`src/rtl/gpio_op_sequencer.sv`:
```
// Operand sequencer: buffers (a1, a2) pairs in a FIFO and runs each through a fixed
// write/poll/read exchange on a strobed peripheral bus, returning the read-back result.
module gpio_op_sequencer #(
    parameter int FIFO_DEPTH    = 4,
    parameter int SETUP_CYCLES  = 1,
    parameter int STROBE_CYCLES = 2,
    parameter int POLL_LIMIT    = 255
) (
    input  logic        clk,
    input  logic        reset,
    input  logic        op_valid,
    output logic        op_ready,
    input  logic [23:0] op_a1,
    input  logic [23:0] op_a2,
    output logic [15:0] saddress,
    output logic        swr,
    output logic        srd,
    output logic [31:0] m_wdata,
    input  logic [31:0] m_rdata,
    output logic        res_valid,
    input  logic        res_ready,
    output logic [31:0] res_w,
    output logic [23:0] res_l,
    output logic [1:0]  res_b,
    output logic        res_err,
    output logic        busy
);
    localparam int T      = SETUP_CYCLES + STROBE_CYCLES + 1;
    localparam int CYC_W  = $clog2(T + 1);
    localparam int PTR_W  = $clog2(FIFO_DEPTH);
    localparam int CNT_W  = PTR_W + 1;
    localparam int PCNT_W = $clog2(POLL_LIMIT + 1);

    localparam logic [CYC_W-1:0]  CYC_STB    = CYC_W'(SETUP_CYCLES);
    localparam logic [CYC_W-1:0]  CYC_SAMPLE = CYC_W'(SETUP_CYCLES + STROBE_CYCLES - 1);
    localparam logic [CYC_W-1:0]  CYC_LAST   = CYC_W'(T - 1);
    localparam logic [PCNT_W-1:0] POLL_FINAL = PCNT_W'(POLL_LIMIT - 1);

    typedef enum logic [2:0] {IDLE, WR_A1, WR_A2, WR_GO, POLL, RD_W, RD_L, OUT} state_t;

    state_t            state, state_next;
    logic [CYC_W-1:0]  cyc, cyc_next;
    logic [PCNT_W-1:0] poll_cnt, poll_next;
    logic [1:0]        status;
    logic [23:0]       cur_a1, cur_a2;
    logic              push, pop, fifo_empty, strobe_win, sample, last;

    logic [47:0]       mem [FIFO_DEPTH];
    logic [PTR_W-1:0]  wr_ptr, rd_ptr;
    logic [CNT_W-1:0]  count;

    assign op_ready   = (count != CNT_W'(FIFO_DEPTH));
    assign push       = op_valid && op_ready;
    assign fifo_empty = (count == '0);
    assign busy       = (state != IDLE) || !fifo_empty;
    assign res_valid  = (state == OUT);
    assign strobe_win = (cyc >= CYC_STB) && (cyc <= CYC_SAMPLE);
    assign sample     = (cyc == CYC_SAMPLE);
    assign last       = (cyc == CYC_LAST);

    always_ff @(posedge clk) begin
        if (reset) begin
            wr_ptr <= '0;
            rd_ptr <= '0;
            count  <= '0;
        end else begin
            if (push) wr_ptr <= wr_ptr + PTR_W'(1);
            if (pop)  rd_ptr <= rd_ptr + PTR_W'(1);
            case ({push, pop})
                2'b10:   count <= count + CNT_W'(1);
                2'b01:   count <= count - CNT_W'(1);
                default: count <= count;
            endcase
        end
    end

    always_ff @(posedge clk) begin
        if (push) mem[wr_ptr] <= {op_a1, op_a2};
        if (pop)  {cur_a1, cur_a2} <= mem[rd_ptr];
        if (state == POLL && sample) status <= m_rdata[1:0];
    end

    always_ff @(posedge clk) begin
        if (reset) begin
            state    <= IDLE;
            cyc      <= '0;
            poll_cnt <= '0;
        end else begin
            state    <= state_next;
            cyc      <= cyc_next;
            poll_cnt <= poll_next;
        end
    end

    // Every bus state spends exactly T cycles; cyc wraps to 0 on the state change.
    always_comb begin
        state_next = state;
        cyc_next   = cyc;
        poll_next  = poll_cnt;
        pop        = 1'b0;
        if (state != IDLE && state != OUT)
            cyc_next = last ? '0 : cyc + CYC_W'(1);
        unique case (state)
            IDLE: if (!fifo_empty) begin
                state_next = WR_A1;
                pop        = 1'b1;
            end
            WR_A1: if (last) state_next = WR_A2;
            WR_A2: if (last) state_next = WR_GO;
            WR_GO: if (last) begin
                state_next = POLL;
                poll_next  = '0;
            end
            POLL: if (last) begin
                if (status == 2'b11)          state_next = RD_W;
                else if (poll_cnt == POLL_FINAL) state_next = OUT;
                else                          poll_next  = poll_cnt + PCNT_W'(1);
            end
            RD_W: if (last) state_next = RD_L;
            RD_L: if (last) state_next = OUT;
            OUT: if (res_ready) begin
                if (!fifo_empty) begin
                    state_next = WR_A1;
                    pop        = 1'b1;
                end else begin
                    state_next = IDLE;
                end
            end
            default: state_next = IDLE;
        endcase
    end

    always_comb begin
        saddress = 16'h0;
        m_wdata  = 32'h0;
        swr      = 1'b0;
        srd      = 1'b0;
        unique case (state)
            WR_A1: begin saddress = 16'h037F; m_wdata = {8'h0, cur_a1}; swr = strobe_win; end
            WR_A2: begin saddress = 16'h0388; m_wdata = {8'h0, cur_a2}; swr = strobe_win; end
            WR_GO: begin saddress = 16'h03A0; swr = strobe_win; end
            POLL:  begin saddress = 16'h03A0; srd = strobe_win; end
            RD_W:  begin saddress = 16'h0390; srd = strobe_win; end
            RD_L:  begin saddress = 16'h0398; srd = strobe_win; end
            default: ;
        endcase
    end

    // Result payload only changes while reading, so it is frozen for the whole OUT state.
    always_ff @(posedge clk) begin
        if (reset) begin
            res_w   <= '0;
            res_l   <= '0;
            res_b   <= '0;
            res_err <= 1'b0;
        end else begin
            if (state == POLL && last) begin
                if (status == 2'b11) begin
                    res_b   <= 2'b11;
                    res_err <= 1'b0;
                end else if (poll_cnt == POLL_FINAL) begin
                    res_b   <= status;
                    res_err <= 1'b1;
                    res_w   <= '0;
                    res_l   <= '0;
                end
            end
            if (state == RD_W && sample) res_w <= m_rdata;
            if (state == RD_L && sample) res_l <= m_rdata[23:0];
        end
    end
endmodule

```
`config.mk`:
```
export PLATFORM = sky130hd
export DESIGN_NAME = gpio_op_sequencer
export DESIGN_NICKNAME = d
export VERILOG_FILES = /design/src/rtl/gpio_op_sequencer.sv
export SDC_FILE = /design/constraint.sdc
export NUM_CORES = 1
export LEC_CHECK = 0
export ABC_AREA = 1
export BUFFER_PORTS_ARGS = -buffer_cell sky130_fd_sc_hd__buf_2
export CAP_MARGIN = 15
export CORE_MARGIN = 3
export CORE_UTILIZATION = 50
export CTS_BUF_LIST = sky130_fd_sc_hd__clkbuf_8
export CTS_CLUSTER_SIZE = 30
export DETAILED_ROUTE_END_ITERATION = 6
export GPL_TIMING_DRIVEN = 0
export PLACE_DENSITY = 0.72
export SYNTH_ARGS = -nofsm -noshare
export SYNTH_HDL_FRONTEND = slang
export SYNTH_SLANG_ARGS = --single-unit
```
`constraint.sdc`:
```
create_clock -name clk -period 5.24 [get_ports clk]
set_input_delay 0.786 -clock clk [delete_from_list [all_inputs] [get_ports clk]]
set_output_delay 0.786 -clock clk [all_outputs]
set_load 0.005 [all_outputs]
```
==> impl_metrics.py <==
metrics = {
    "run_status": {
        "status": "completed",
    },
    "die": {
        "core-area_mm2": 0.02460,
        "start_util_pct": 51.53,
        "die_w_um": 165.2,
        "die-area_mm2": 0.02730,
        "io_pins": 196,
        "die_y_um": 165.2,
        "std_cell_rows": 57,
    },
    "setup_path": {
        "critPathLaunchType": "register",
        "path_class": "reg -> out",
        "ff2ff_path_depth": 12,
        "path_cells": "buf_6 > inv_1 > nand3_1 > clkbuf_1 > o21ai_0 > buf_2",
        "crit_path_max_incr_delay_ns": 0.49,
        "cp.arrival_ns": 2.47,
        "cp_max_fo": 10,
        "end_kind": "output port",
        "worstPathRequired_ns": 4.45,
        "slowest_stage": "o21ai_0",
    },
    "timing": {
        "relSlewSlack_pct": 48.35,
        "worst_pin_slew_ns": 0.7730,
        "rsz0062_at_grt": "no",
        "fin_crit_ns": 3.252,
        "hold_viol": 0,
        "setup_viol": 0,
        "setup_tns_ns": 0,
        "fin_skew_ns": 0.02673,
        "fmax_ghz": 0.3075,
        "layout_worst_path_cycle_share_pct": 62.06,
        "drv_slew": 0,
    },
    "cts": {
        "clock_latency_ns": 0.58,
        "cts.sinks": 322,
        "clk_pin_slew_ns": 0.06,
        "cts_resized": 0,
        "htreeDepth": 2,
        "post_cts_buffers": 0,
        "tritoncts": "done",
        "cts_made_buffers": 51,
        "clockBufferDepth": 3,
        "cts_hold_buf": 0,
        "cts-root-buf": "clkbuf_8",
    },
    "layout": {
        "nFillCells": 1998,
        "fin_nets": 1460,
        "syn2layout_area_growth_pct": 19.50,
        "layout-drive-gt1-share_pct": 22.74,
        "final_cells": 1732,
    },
    "synth": {
        "synth_top_family_by_area": "simple AND/OR/NAND/NOR gates",
        "synth_fa_ha_area_share_pct": 1.145,
        "synth_cells": 1113,
        "muxShareOfSynthArea_pct": 0,
        "synth_seq_cells": 322,
        "syn-cell-area_mm2": 0.01268,
        "synth_top_area_share_pct": 57.32,
        "synth_warnings": 0,
        "synth.distinct_cells": 34,
        "synth_top_cell_by_area": "edfxtp_1",
        "ys_top_cells_by_area": "edfxtp_1 57%, dfxtp_1 13%, o21ai_0 5.1%",
        "ys_seq_area_share_pct": 69.95,
        "synth_xor_area_share_pct": 0.1382,
        "syn_avg_cell_area_um2": 11.39,
        "synth-compound-area-share_pct": 10.66,
        "synthSimpleGateAreaFrac_pct": 12.39,
    },
    "worst_hold_path": {
        "hold_path_depth": 1,
        "min_path_type": "in -> reg",
    },
    "global_routing": {
        "grt_usage_pct": 22.15,
        "grt_pass1_vias": 8790,
        "grt_max_degree": 30,
        "grt_pass1_wl_mm": 46.53,
        "antenna_found_initial": 4,
        "overflow": 0,
    },
    "job": {
        "cap_violations": 0,
    },
    "detailed_routing": {
        "via_per_inst": 5.302,
        "drt_iter0_drc": 788,
        "routed_wl_mm": 30.46,
        "ant_nets": 0,
        "routedWlPerCell_um": 17.59,
        "drc": 0,
        "drtPass1Iterations": 5,
        "via_count": 9183,
    },
    "power_and_ir_drop": {
        "p_per_area_mw_per_mm2": 470.6,
        "finalPower_mw": 7.130,
        "vdd_drop_max_uv": 303.4,
        "p_leak_nw": 5.869,
    },
    "placed_design": {
        "portBuffers": 181,
        "place_congestion": 0.8558,
        "dp.final_hpwl_mm": 20.47,
        "dpl.cell_count": 1636,
    },
}
[power breakdown]
part	switching (mW)	internal (mW)	total, mW
Sequential	0.111	3.24	3.35
Combinational	1.24	0.537	1.77
Clock	0.951	1.06	2.01
[per-stage QoR]
stage / setup slack [ns] / util (%) / area, um2 / hold slack (ns)
6_report: 1.988 / 61.58 / 15150 / 0.4212
5_1_grt: 1.875 / 61.58 / 15150 / 0.3923
4_1_cts: 2.029 / 61.57 / 15150 / 0.3823
3_5_place_dp: 2.346 / 57.58 / 14170 / 0.4439
3_3_place_gp: -0.002616 / 57.06 / 14040 / 0.4379
2_1_floorplan: 1.810 / - / 12730 / 0.4217
[worst paths after layout]
check | start | to | slack, ns
max | state[0]$_SDFFE_PP0P_ | m_wdata[11] | 1.99
max reg2reg | state[1]$_SDFFE_PP0P_ | count[2]$_SDFFE_PP0P_ | 2.40
min | op_a2[18] | mem[2][18]$_DFFE_PP_ | 0.42
min reg2reg | count[0]$_SDFFE_PP0P_ | count[0]$_SDFFE_PP0P_ | 0.45
[placed cells by master (no fill, tap or decap), drive strengths merged, types with 2 or more instances in the layout]
master,instances
nand4,5
nor3,2
buf,232
edfxtp,242
nor2,142
o21ai,134
nand2,136
bufinv,2
clkinv,20
xnor2,2
a21oi,73
conb,14
o22ai,48
nand3,81
inv,89
ha,10
clkbuf,90
dfxtp,80
[routing by layer]
metal,wire (um),global-route usage (%),vias up
li1,-,-,4389
met1,12310,28.27,4359
met2,14790,37.83,372
met3,2670,4.939,57
met4,650,6.900,6
met5,39,0,-
[layout make-up]
type / instances / area [um2] / area share (%)
flip-flops and latches: 322 / 8869 / 58.53
multi-input cells: 651 / 3167 / 20.90
repair buffers: 186 / 1006 / 6.640
clock buffers: 54 / 743.2 / 4.905
plain buffers: 82 / 455.4 / 3.006
well taps: 324 / 405.4 / 2.676
inverters: 71 / 266.5 / 1.759
clock inverters: 41 / 236.5 / 1.561
diodes: 1 / 2.502 / 0.01652
[synth_stat cells, drive strengths merged]
library cell and count:
nor3 2, edfxtp 242, inv 70, nand3b 1
clkbuf 36, clkinv 1, o21ai 134, fa 1
nor2 142, nand4 5, nand2 136, xnor2 2
o21bai 1, conb 1, buf 46, a21oi 73
nand3 81, o22ai 48, dfxtp 80, o211ai 1
ha 10
[flip-flops by register name (all words and copies together) (netlist names), 3 cells and up]
signal / flops
res_w: 32
cur_a2: 24
cyc: 3
cur_a1: 24
mem: 192
res_l: 24
poll_cnt: 8
state: 3
count: 3
[critical path: cells and delay by family, from the launching register on]
family	cells	cell delay, ns
compound gates	1	0.49
buf+inv	4	0.81
simple gates	1	0.29
flops	1	0.31
[logic make-up (layout without fill, tap and decap cells)]
logic type / count (synthesis) / after routing
compound gates: 257 / 257
xor+xnor: 2 / 2
fa+ha+maj: 11 / 11
buf+inv: 153 / 434
flops: 322 / 322
other cells: 1 / 15
simple gates: 367 / 367
No activity file was read; power rests on OpenSTA's default activity.
